<file path="config.mk">
export PLATFORM = sky130hd
export DESIGN_NAME = i2c_bus_arbiter
export DESIGN_NICKNAME = d
export VERILOG_FILES = /design/src/rtl/i2c_bus_arbiter_pkg.sv /design/src/rtl/i2c_bus_arbiter_cmd_mux.sv /design/src/rtl/i2c_bus_arbiter.sv
export SDC_FILE = /design/constraint.sdc
export NUM_CORES = 1
export LEC_CHECK = 0
export CORE_UTILIZATION = 48
export CTS_BUF_LIST = sky130_fd_sc_hd__clkbuf_2
export CTS_CLUSTER_DIAMETER = 100
export CTS_CLUSTER_SIZE = 30
export DETAILED_ROUTE_END_ITERATION = 8
export PLACE_DENSITY = 0.83
export SLEW_MARGIN = 20
export SYNTH_ARGS = -nofsm -noshare
export SYNTH_HDL_FRONTEND = slang
export SYNTH_HIERARCHICAL = 1
export SYNTH_SLANG_ARGS = --single-unit
</file>
<file path="constraint.sdc">
create_clock -name clk -period 2.7 [get_ports clk]
set_clock_uncertainty 0.05 [all_clocks]
set_input_delay 0.54 -clock clk [delete_from_list [all_inputs] [get_ports clk]]
set_output_delay 0.54 -clock clk [all_outputs]
set_load 0.02 [all_outputs]
</file>
<file path="src/rtl/i2c_bus_arbiter_pkg.sv">
// Shared types and defaults for the two-master I2C driver arbiter.
package i2c_bus_arbiter_pkg;

  typedef enum logic [1:0] {
    IDLE    = 2'd0,
    GRANT0  = 2'd1,
    GRANT1  = 2'd2,
    RELEASE = 2'd3
  } arb_state_t;

  localparam int DEFAULT_TIMEOUT_CYCLES = 2_000_000;
  localparam int DEFAULT_CTR_SIZE       = 21;

  typedef struct packed {
    logic       ena;
    logic       rw;
    logic       start_transfer;
    logic       stop_transfer;
    logic       r_start;
    logic [7:0] data_wr;
  } cmd_t;

  typedef struct packed {
    logic       busy;
    logic       ready;
    logic       ack_err;
    logic [7:0] data_rd;
  } status_t;

endpackage

</file>
<file path="src/rtl/i2c_bus_arbiter_cmd_mux.sv">
// Combinational steering of command and status buses by a one-hot grant vector.
module i2c_cmd_mux
  import i2c_bus_arbiter_pkg::*;
(
  input  logic [1:0] gnt,
  input  cmd_t       cmd0,
  input  cmd_t       cmd1,
  input  status_t    drv_status,
  input  logic [7:0] hold_rd0,
  input  logic [7:0] hold_rd1,
  output cmd_t       drv_cmd,
  output status_t    status0,
  output status_t    status1
);

  // A requester without the grant sees a permanently busy driver.
  always_comb begin
    drv_cmd = '0;
    status0 = '{busy: 1'b1, ready: 1'b0, ack_err: 1'b0, data_rd: hold_rd0};
    status1 = '{busy: 1'b1, ready: 1'b0, ack_err: 1'b0, data_rd: hold_rd1};
    case (gnt)
      2'b01: begin
        drv_cmd = cmd0;
        status0 = drv_status;
      end
      2'b10: begin
        drv_cmd = cmd1;
        status1 = drv_status;
      end
      default: ;
    endcase
  end

endmodule

</file>
<file path="src/rtl/i2c_bus_arbiter.sv">
// Round-robin, transaction-granular arbiter sharing one I2C driver between two masters,
// with a watchdog that revokes an over-long grant.
//
//   state   | meaning
//   IDLE    | no grant; arbitration between pending requests
//   GRANT0  | requester 0 owns the driver
//   GRANT1  | requester 1 owns the driver
//   RELEASE | commands forced idle until the driver reports ready
module i2c_bus_arbiter
  import i2c_bus_arbiter_pkg::*;
#(
  parameter int TIMEOUT_CYCLES = DEFAULT_TIMEOUT_CYCLES,
  parameter int CTR_SIZE       = DEFAULT_CTR_SIZE
) (
  input  logic       clk,
  input  logic       rst,
  input  logic       req0,
  input  logic       req1,
  output logic       gnt0,
  output logic       gnt1,
  input  logic       ena0,
  input  logic       ena1,
  input  logic       rw0,
  input  logic       rw1,
  input  logic       start_transfer0,
  input  logic       start_transfer1,
  input  logic       stop_transfer0,
  input  logic       stop_transfer1,
  input  logic       r_start0,
  input  logic       r_start1,
  input  logic [7:0] data_wr0,
  input  logic [7:0] data_wr1,
  output logic [7:0] data_rd0,
  output logic [7:0] data_rd1,
  output logic       busy0,
  output logic       busy1,
  output logic       ready0,
  output logic       ready1,
  output logic       ack_err0,
  output logic       ack_err1,
  output logic       drv_ena,
  output logic       drv_rw,
  output logic       drv_start_transfer,
  output logic       drv_stop_transfer,
  output logic       drv_r_start,
  output logic [7:0] drv_data_wr,
  input  logic [7:0] drv_data_rd,
  input  logic       drv_busy,
  input  logic       drv_ready,
  input  logic       drv_ack_err,
  output logic       timeout
);

  localparam bit WD_EN = (TIMEOUT_CYCLES > 0);
  localparam int WD_LAST_I = WD_EN ? TIMEOUT_CYCLES - 1 : 0;
  localparam logic [CTR_SIZE-1:0] WD_LAST = CTR_SIZE'(WD_LAST_I);

  arb_state_t          state, state_next;
  logic                last, last_next;
  logic [CTR_SIZE-1:0] wd_cnt;
  logic [1:0]          revoked;
  logic [7:0]          hold_rd0, hold_rd1;
  logic                eff_req0, eff_req1, wd_expire;

  cmd_t    cmd0, cmd1, drv_cmd;
  status_t drv_status, status0, status1;

  assign gnt0 = (state == GRANT0);
  assign gnt1 = (state == GRANT1);

  // A revoked requester must drop req before it may compete again.
  assign eff_req0  = req0 && !revoked[0];
  assign eff_req1  = req1 && !revoked[1];
  assign wd_expire = WD_EN && (wd_cnt == WD_LAST);

  always_comb begin
    state_next = state;
    last_next  = last;
    timeout    = 1'b0;
    case (state)
      IDLE: begin
        if (eff_req0 && eff_req1) state_next = last ? GRANT0 : GRANT1;
        else if (eff_req0)        state_next = GRANT0;
        else if (eff_req1)        state_next = GRANT1;
      end
      GRANT0: begin
        if (!req0) state_next = RELEASE;
        else if (wd_expire) begin
          state_next = RELEASE;
          timeout    = 1'b1;
        end
      end
      GRANT1: begin
        if (!req1) state_next = RELEASE;
        else if (wd_expire) begin
          state_next = RELEASE;
          timeout    = 1'b1;
        end
      end
      RELEASE: begin
        if (!drv_busy && drv_ready) state_next = IDLE;
      end
      default: state_next = IDLE;
    endcase
    if (state == IDLE && state_next == GRANT0) last_next = 1'b0;
    if (state == IDLE && state_next == GRANT1) last_next = 1'b1;
  end

  always_ff @(posedge clk) begin
    if (rst) begin
      state    <= IDLE;
      last     <= 1'b1;
      wd_cnt   <= '0;
      revoked  <= 2'b00;
      hold_rd0 <= 8'h00;
      hold_rd1 <= 8'h00;
    end else begin
      state <= state_next;
      last  <= last_next;

      if (state == IDLE && state_next != IDLE)  wd_cnt <= '0;
      else if ((gnt0 || gnt1) && wd_cnt != '1)  wd_cnt <= wd_cnt + 1'b1;

      if (!req0)                   revoked[0] <= 1'b0;
      else if (timeout && gnt0)    revoked[0] <= 1'b1;
      if (!req1)                   revoked[1] <= 1'b0;
      else if (timeout && gnt1)    revoked[1] <= 1'b1;

      if (gnt0) hold_rd0 <= drv_data_rd;
      if (gnt1) hold_rd1 <= drv_data_rd;
    end
  end

  assign cmd0 = {ena0, rw0, start_transfer0, stop_transfer0, r_start0, data_wr0};
  assign cmd1 = {ena1, rw1, start_transfer1, stop_transfer1, r_start1, data_wr1};
  assign drv_status = {drv_busy, drv_ready, drv_ack_err, drv_data_rd};

  i2c_cmd_mux u_cmd_mux (
    .gnt        ({gnt1, gnt0}),
    .cmd0       (cmd0),
    .cmd1       (cmd1),
    .drv_status (drv_status),
    .hold_rd0   (hold_rd0),
    .hold_rd1   (hold_rd1),
    .drv_cmd    (drv_cmd),
    .status0    (status0),
    .status1    (status1)
  );

  assign drv_ena            = drv_cmd.ena;
  assign drv_rw             = drv_cmd.rw;
  assign drv_start_transfer = drv_cmd.start_transfer;
  assign drv_stop_transfer  = drv_cmd.stop_transfer;
  assign drv_r_start        = drv_cmd.r_start;
  assign drv_data_wr        = drv_cmd.data_wr;

  assign busy0    = status0.busy;
  assign ready0   = status0.ready;
  assign ack_err0 = status0.ack_err;
  assign data_rd0 = status0.data_rd;
  assign busy1    = status1.busy;
  assign ready1   = status1.ready;
  assign ack_err1 = status1.ack_err;
  assign data_rd1 = status1.data_rd;

endmodule

</file>
# Word-level counts from Yosys, hierarchy flattened
# Index checks and enable logic that the tools add are counted.
[totals]
output_inout_bits = 38
input_bits = 41
word_cells = 55
reg_bits = 42
[classes]
reduce_logical = 20
n_eq_ne = 9
addsub = 1
muxes = 16
n_bitwise = 2
[op_table]
columns = ["operator", "count"]
rows = [
  ["$pmux 13 s2", 1],
  ["$mux 11", 2],
  ["$add 21x1->21 const B", 1],
  ["$eq 21x21->1 const B", 1],
  ["$ne 21x21->1 const B", 1],
  ["$mux 2", 8],
  ["$logic_and 1x1->1", 10],
  ["$eq 2x2->1 const B", 4],
  ["$pmux 2 s4", 1],
  ["$reduce_or 2->1", 4],
  ["$eq 2x1->1 const B", 3],
  ["$logic_not 1->1", 3],
  ["$mux 1", 3],
  ["$logic_not 2->1", 1],
  ["$not 1->1", 2],
  ["$pmux 1 s2", 1],
  ["$reduce_bool 2->1", 1],
  ["$logic_or 1x1->1", 1],
]

# Depth between registers and ports, before layout
# Gate-level depths: netlist (run 1).
[depth]
word_depth = 9
ltp_mapped = 8
mapped_depth_nobuf = 7

# Hierarchy
# Netlist (run 1), hierarchy kept.
[modules_own_cells]
columns = ["module", "n_inst", "area_per_inst_um2", "seq_area_each_um2", "cells_each"]
rows = [
  ["i2c_bus_arbiter", 1, 1991.9, 840.8, 223],
  ["i2c_cmd_mux", 1, 465.4, 0.0, 59],
]

# Worst setup path before layout (run 1)
# No wires, ideal clock.
[synth_timing]
kind = "register to output"
startpoint = "register state[1]"
endpoint = "output port drv_data_wr[0]"
slack_ps = 406
required_time_ps = 2110
stages_incl_launch_ff = 7
arrival_ps = 1704
path_buffers = 1
cell_sequence = "dfxtp_1 > inv_1 > ha_1 > inv_1 > ha_1 > clkbuf_1 > nor2_1"
[synth_via]
elab_chain_len = 3
word_cells_on_any_way = 5
cone_classes = "eq/ne: 4; mux: 1"
[synth_rtl]
columns = ["item", "line_no", "source"]
rows = [
  ["start, declared", "i2c_bus_arbiter.sv:58", "arb_state_t state, state_next;"],
  ["start signal, assigned", "i2c_bus_arbiter.sv:118", "state <= state_next;"],
  ["$eq 2x1->1 (*)", "i2c_bus_arbiter.sv:68", "assign gnt0 = (state == GRANT0);"],
  ["named net gnt0", "i2c_bus_arbiter.sv:19", "output logic gnt0,"],
  ["$eq 2x2->1 or $eq 2x1->1 (tied branches)", "i2c_bus_arbiter_cmd_mux.sv:21", "case (gnt)"],
  ["$pmux 13 s2 (*)", "i2c_bus_arbiter_cmd_mux.sv:21", ""],
  ["end, declared", "i2c_bus_arbiter.sv:46", "output logic [7:0] drv_data_wr,"],
]
# The timed path passes the listed nets; every way through them passes the cells marked *.

# Final worst setup path (run 1)
[layout_timing]
startpoint = "register wd_cnt[12]"
endpoint = "output port timeout"
[layout_via]
elab_chain_len = 4
word_cells_on_any_way = 5
cone_classes = "eq/ne: 1; mux: 4"
[layout_rtl]
columns = ["item", "line_no", "source"]
rows = [
  ["start, declared", "i2c_bus_arbiter.sv:60", "logic [CTR_SIZE-1:0] wd_cnt;"],
  ["start signal, assigned", "i2c_bus_arbiter.sv:122", "else if ((gnt0 || gnt1) && wd_cnt != '1) wd_cnt <= wd_cnt + 1'b1;"],
  ["$eq 21x21->1 (*)", "i2c_bus_arbiter.sv:74", "assign wd_expire = WD_EN && (wd_cnt == WD_LAST);"],
  ["$mux 1 (*)", "i2c_bus_arbiter.sv:88, i2c_bus_arbiter.sv:95", ""],
  ["$mux 1, on equally long branches", "i2c_bus_arbiter.sv:94, i2c_bus_arbiter.sv:87", ""],
  ["$pmux 1 s2 (*)", "i2c_bus_arbiter.sv:80", "case (state)"],
  ["end, declared", "i2c_bus_arbiter.sv:51", "output logic timeout"],
]
# Mark *: on every way between the ends. The rest lies on a longest branch, timed or not.

==> key figures, run 1 <==
Yosys
  – Synth top area cells: dfxtp_1 34%, mux2i_1 6.9%, nor2_1 6.7%, mux2_2 5.5%, ha_1 4.1%
  – Most used flip-flop cell after synthesis: dfxtp_1
  – Total nets after synthesis: 331
  – Cells after Synth: 282
  – Syn_area_per_cell: 8.71 sq um
  – Sequential area share after synthesis: 0.342
  – Post-synthesis simple-gate area fraction: 0.249
  – Area share of the largest cell type after synthesis: 0.342
  – Flops & latches, synth: 42
  – Synth Area in Adders: 0.0407
  – Post-synth top area cell: dfxtp_1
  – Compound-Gate Fraction of Synth Area: 0.138
  – Largest family of logic cells by synthesized area: simple AND/OR/NAND/NOR gates
  – Syn Std Cell Area: 2460 sq um
  – Synth cell types: 46
  – Async SR Flop Fraction: 0
  – Fraction of synthesized cell area in xor and xnor cells: 0.0356
  – Post-synth EDFFs: 0
  – Post-synthesis mux area share: 0.149
  – Ys Warns: 6

Clock network
  – CTS sink cnt: 42
  – Bufs on Longest Clock Path: 2
  – Reg clk slew, reported paths: 0.20 ns
  – H-tree depth: 2
  – Hold buffer count at CTS: 0
  – Clock Latency Late Sink: 0.41 ns
  – Clock buffer count from CTS: 5
  – CTS root buf: clkbuf_2
  – CTS tree: built

Critical path
  – Critical path, cell by cell: or4b_4 -> nor3_2 -> and4_1 -> and3_4 -> buf_4
  – Reg2Reg Launch Point: state[0]
  – Reg-to-reg setup timing slack: 0.30 ns
  – Worst setup EP type: primary output
  – Startpoint types: register
  – CP max stage delay: 0.53 ns
  – Max Fanout on Critical Path: 2
  – CP max stage cell: or4b_4
  – R2R Path End: wd_cnt[17]
  – Kind of critical path: reg2out
  – CP required: 2.11 ns
  – Worst Path Arrival: 2.03 ns
  – Cell count of the worst reg-to-reg path: 8

Hold path
  – Min-Delay Path Depth: 2
  – Hold Path Class: reg2reg
  – HP Start: wd_cnt[20]
  – Hold endpoint: wd_cnt[20]

Pwr
  – Worst vdd ir: 0.504 mV
  – Design Power: 2.74 mW
  – Lkg Pwr: 1.34 nW
  – Pwr Density: 788 nW/um^2

Global routing
  – Initial antenna violation count: 0
  – First-pass GRT wire length: 10500 um
  – Gr ovfl total: 0
  – Vias in the first global route: 2260
  – GRT Util Overall: 0.254
  – Largest net degree at the start of global routing: 23

Finish
  – FILL cells: 403
  – Final instance area: 3480 sq um
  – Nets: 421
  – Area delta synth->final: 41.5%
  – Reg area: 847 sq um
  – Layout cells sized above 1: 0.255
  – N_diodes: 0
  – Area occupied by multi-input gates: 1580 sq um

Timing
  – Period utilization: 0.972
  – RSZ-0062 raised after global routing: false
  – Max-slew headroom: 0.656
  – Min Tclk post-route: 2.62 ns
  – # setup viols final: 0
  – Fmax: 381 MHz
  – Slew at the pin closest to its max-slew limit: 0.511 ns
  – Worst hold margin: 0.463 ns
  – Final Max Slew Viols: 0
  – Final Hold Vio Count: 0

Routing
  – Drt first pass iters: 4
  – Vias: 2487
  – DRT iter0 DRCs: 95
  – Total wire length: 7110 um
  – Drt drc: 0
  – DR WL/cell: 16.2 um
  – Antenna Violating Nets Remaining: 0
  – Via density: 5.65

Floorplan
  – Placeable Area: 4820 sq um
  – Row cnt: 25
  – I/O pins: 79
  – Initial Util: 0.510
  – Die ar.: 5410 sq um
  – Die H: 73.6 um
  – Die Wd: 73.6 um

Run
  – MaxCap Viol Count: 0

Placement
  – Dpl cell area: 3390 sq um
  – Input/output buffers: 78
  – Gpl congestion: 0.848
  – DP Wirelength: 4970 um

Outcome
  – Status: finished clean
-- critical path, delay by kind of cell (launching register included) --
family | cells | cell delay (ns)
DFF | 1 | 0.36
buffers and inverters | 1 | 0.13
and+or+nand+nor | 4 | 1.14
-- cells in the final DEF, fill, tap and decap left out, drive strengths merged, types with 4 or more instances in the layout --
master         Yosys  final
a211oi             4      4
a21oi              8      8
a22oi             13     13
and2               4      4
and3               4      4
buf               10     41
clkbuf             5     10
clkdlybuf4s15      0      6
clkdlybuf4s50      0     42
dfxtp             42     42
ha                 8      8
inv                7      7
mux2              16     16
mux2i             17     17
nand2             18     18
nand2b             7      7
nand3              5      5
nand4              6      6
nor2              44     44
nor3               4      4
nor4               6      6
o211ai             4      4
o21ai             10     10
or3                5      5
or4                5      5
xnor2              9      9
-- cell families after synthesis --
kind of cell,after synthesis
DFF,42
and+or+nand+nor,118
muxes,33
buffers and inverters,22
xor gates and xnor gates,10
AOI/OAI and AO/OA,49
adders and majority gates,8
-- area by class of cell --
class	instances	area share
flip-flops and latches	42	0.244
well taps	67	0.0241
multi-input cells	218	0.454
inverters	7	0.00755
clock inverters	2	0.0108
clock buffers	6	0.00863
repair buffers	98	0.252
-- power by group --
group          switching, mW  leakage (nW)  total, mW  internal, mW
sequential            0.0493         0.342      0.747         0.698
clock                  0.208        0.0392      0.368         0.160
combinational          0.876         0.956       1.63         0.750
total                   1.13          1.34       2.74          1.61
-- routing by layer --
metal	part of all wire	track usage
met1	0.39	0.275
met2	0.52	0.484
met3	0.070	0.0576
met4	0.013	0.0748
met5	0	0
-- worst max-delay path by stage --
stage	startpoint	end	cells past startpoint
3_5_place_dp	state[0]	data_rd0[1]	7
6_report	wd_cnt[12]	timeout	5
5_1_grt	wd_cnt[12]	timeout	5
2_1_floorplan	state[1]	drv_data_wr[0]	6
3_3_place_gp	wd_cnt[12]	timeout	5
4_1_cts	state[0]	data_rd0[3]	7
-- state kept, by name, summed over array words and instances (netlist names) --
signal and cells:
hold_rd0 8, state 2, last 1, wd_cnt 21
hold_rd1 8, revoked 2
-- metrics by stage --
stage                     std cells   util  TNS, ns  setup slack [ns]
after global routing            440  0.722        0           0.00247
after detailed placement        429  0.704        0            0.0315
after floorplan                 282      -        0             0.406
after CTS                       438  0.722  -0.0225           -0.0225
after global placement          429  0.704        0            0.0512
final                           440  0.722        0            0.0755
-- synthesized netlist by cell type (7+ instances only) --
| cell type | count |
|---|---|
| xnor2_1 | 9 |
| a22oi_1 | 13 |
| dfxtp_1 | 42 |
| mux2_2 | 12 |
| inv_1 | 7 |
| mux2i_1 | 17 |
| nand2b_1 | 7 |
| nand2_1 | 18 |
| a21oi_1 | 8 |
| o21ai_0 | 10 |
| nor2_1 | 44 |
| ha_1 | 8 |
-- what timing repair did --
item | CTS | global route
pin swaps | 0 | 1
resized for setup | 113 | 29
gates cloned | 1 | 1
buffers inserted | 0 | 1
setup endpoints to repair | 36 | 31
No activity file was read; power rests on OpenSTA's default activity.
==> run 2: changes to the inputs <==
--- a/config.mk
+++ b/config.mk
@@ -7,7 +7,7 @@
 export LEC_CHECK = 0
 export CORE_UTILIZATION = 48
 export CTS_BUF_LIST = sky130_fd_sc_hd__clkbuf_2
-export CTS_CLUSTER_DIAMETER = 100
+export CTS_CLUSTER_DIAMETER = 120
 export CTS_CLUSTER_SIZE = 30
 export DETAILED_ROUTE_END_ITERATION = 8
 export PLACE_DENSITY = 0.83
==> results of run 2 <==
No change in the layout: final DEF, timing and power equal those of run 1.
==> run 3: changes to the inputs <==
--- a/config.mk
+++ b/config.mk
@@ -5,12 +5,11 @@
 export SDC_FILE = /design/constraint.sdc
 export NUM_CORES = 1
 export LEC_CHECK = 0
-export CORE_UTILIZATION = 48
-export CTS_BUF_LIST = sky130_fd_sc_hd__clkbuf_2
+export CORE_UTILIZATION = 46
 export CTS_CLUSTER_DIAMETER = 120
 export CTS_CLUSTER_SIZE = 30
 export DETAILED_ROUTE_END_ITERATION = 8
-export PLACE_DENSITY = 0.83
+export PLACE_DENSITY = 0.8
 export SLEW_MARGIN = 20
 export SYNTH_ARGS = -nofsm -noshare
 export SYNTH_HDL_FRONTEND = slang
==> key figures, run 3 (synthesized netlist as in run 1, its figures left out) <==
Timing
  – Period utilization: 0.949 (was 0.972)
  – RSZ-0062 raised after global routing: false (unchanged)
  – Worst Slack Setup Final: 0.138 ns (was 0.0755 ns)
  – # setup viols final: 0 (unchanged)
  – Fmax: 390 MHz (was 381 MHz)
  – Final Max Slew Viols: 0 (unchanged)
  – Max-slew headroom: 0.684 (was 0.656)
  – TNS Setup: 0 ns (unchanged)
  – Final Hold Vio Count: 0 (unchanged)
  – Slew at the pin closest to its max-slew limit: 0.470 ns (was 0.511 ns)
  – Min Tclk post-route: 2.56 ns (was 2.62 ns)

Critical path
  – CP required: 2.11 ns (about the same)
  – Startpoint types: register (unchanged)
  – Critical Path Start: state[1] (was wd_cnt[12])
  – Max Fanout on Critical Path: 5 (was 2)
  – Worst Path Arrival: 1.97 ns (was 2.03 ns)
  – R2R Path End: wd_cnt[17] (unchanged)
  – Reg2Reg Launch Point: state[0] (unchanged)
  – CP endpoint: drv_data_wr[5] (was timeout)
  – Reg-to-reg setup timing slack: 0.27 ns (was 0.30 ns)
  – Kind of critical path: reg2out (unchanged)
  – Cell count of the worst reg-to-reg path: 8 (unchanged)
  – Worst setup EP type: primary output (unchanged)

Placement
  – DP Wirelength: 4940 um (was 4970 um)
  – Dpl cell area: 3420 sq um (was 3390 sq um)
  – Input/output buffers: 78 (unchanged)
  – Gpl congestion: 0.862 (was 0.848)
  – Post-Place Worst Slack: 0.0372 ns (was 0.0315 ns)
  – Count of placed standard cells including taps: 435 (was 429)

Routing
  – Drt drc: 0 (unchanged)
  – Drt first pass iters: 4 (unchanged)
  – DR WL/cell: 14.8 um (was 16.2 um)
  – Vias: 2435 (was 2487)
  – DRT iter0 DRCs: 91 (was 95)
  – Via density: 5.50 (was 5.65)
  – Total wire length: 6570 um (was 7110 um)
  – Antenna Violating Nets Remaining: 0 (unchanged)

Finish
  – Biggest regs: wd_cnt x21, hold_rd0 x8, hold_rd1 x8 (unchanged)
  – Commonest non-fill, non-tap cells in the layout: 45 x clkdlybuf4s50_1, 44 x nor2_1, 40 x dfxtp_1 (was 44 x nor2_1, 42 x clkdlybuf4s50_1, 39 x dfxtp_1)
  – Area delta synth->final: 41.2% (was 41.5%)
  – Nets: 421 (unchanged)
  – Largest Register: wd_cnt (unchanged)
  – Fin cells: 443 (was 440)
  – Final instance area: 3470 sq um (was 3480 sq um)
  – N_diodes: 0 (unchanged)
  – Final Core Density: 0.675 (was 0.722)
  – Max reg flops: 21 (unchanged)
  – Layout cells sized above 1: 0.180 (was 0.255)
  – Commonest non-fill, non-tap cell in the layout: clkdlybuf4s50_1 (was nor2_1)

Clock network
  – Bufs on Longest Clock Path: 2 (unchanged)
  – Reg clk slew, reported paths: 0.08 ns (was 0.20 ns)
  – Clock buffer count from CTS: 5 (unchanged)
  – Clock Latency Late Sink: 0.30 ns (was 0.41 ns)
  – CTS tree: built (unchanged)
  – CTS root buf: clkbuf_8 (was clkbuf_2)
  – CTS sink cnt: 42 (unchanged)
  – H-tree depth: 2 (unchanged)

Global routing
  – Gr ovfl total: 0 (unchanged)
  – First-pass GRT wire length: 9690 um (was 10500 um)
  – Initial antenna violation count: 0 (unchanged)
  – Vias in the first global route: 2104 (was 2260)
  – Largest net degree at the start of global routing: 23 (unchanged)
  – GRT Util Overall: 0.229 (was 0.254)

Hold path
  – Hold Path Class: reg2reg (unchanged)

Floorplan
  – Initial Util: 0.478 (was 0.510)
  – Die ar.: 5640 sq um (was 5410 sq um)
  – Die Wd: 75.1 um (was 73.6 um)
  – Row cnt: 26 (was 25)
  – Placeable Area: 5140 sq um (was 4820 sq um)
  – I/O pins: 79 (unchanged)
  – Die H: 75.1 um (was 73.6 um)

Pwr
  – Lkg Pwr: 1.36 nW (was 1.34 nW)
  – Pwr Density: 770 nW/um^2 (was 788 nW/um^2)
  – Worst vdd ir: 0.488 mV (was 0.504 mV)

Run
  – MaxCap Viol Count: 0 (unchanged)

Outcome
  – Status: finished clean (unchanged)
==> run 3: what timing repair did <==
item | CTS | global route
gates resized for setup | 35 | 28
endpoints found under the setup margin | 33 | 31
setup buffers | 0 | 0
hold buffers | 0 | 0
==> run 3: area by class of cell <==
cell class | instances | area [sq um]
clock buffer | 6 | 82.6
fill | 449 | 1670
tap | 70 | 87.6
timing repair buffer | 98 | 890
inverter | 7 | 26.3
sequential | 42 | 843
multi-input combinational | 218 | 1530
clock inverter | 2 | 12.5
==> run 3: critical path, stage by stage (launching register included) <==
cell and delay (ns):
dfxtp_2 0.34, inv_1 0.08, ha_2 0.21, inv_1 0.07, ha_2 0.20, buf_4 0.16, a22oi_1 0.23, nor2_1 0.06
dlygate4sd2_1 0.32
==> run 3: worst min-delay path by stage <==
stage,from,end,depth (start not counted)
final,wd_cnt[20],wd_cnt[20],2
after global routing,wd_cnt[20],wd_cnt[20],2
after CTS,wd_cnt[20],wd_cnt[20],2
after detailed placement,wd_cnt[20],wd_cnt[20],2
after global placement,wd_cnt[20],wd_cnt[20],2
after floorplan,wd_cnt[20],wd_cnt[20],2
==> run 3: metrics by stage <==
stage | hold slack (ns) | total power [mW]
6_report | 0.439 | 2.67
5_1_grt | 0.475 | 2.85
4_1_cts | 0.439 | 2.67
3_5_place_dp | 0.419 | 2.34
3_3_place_gp | 0.408 | 2.31
2_1_floorplan | 0.391 | 1.72
==> run 3: routing by layer <==
metal	global-route usage	vias up	routed length [um]
met1	0.276	1152	2690
met5	0	-	0
met4	0.0839	0	69
met3	0.0482	5	545
met2	0.402	82	3260
li1	-	1196	-
==> run 3: where the power goes <==
part | internal [mW] | total, mW | switching [mW]
clock network | 0.206 | 0.424 | 0.219
registers | 0.694 | 0.740 | 0.0452
logic | 0.677 | 1.51 | 0.832
total | 1.58 | 2.67 | 1.10
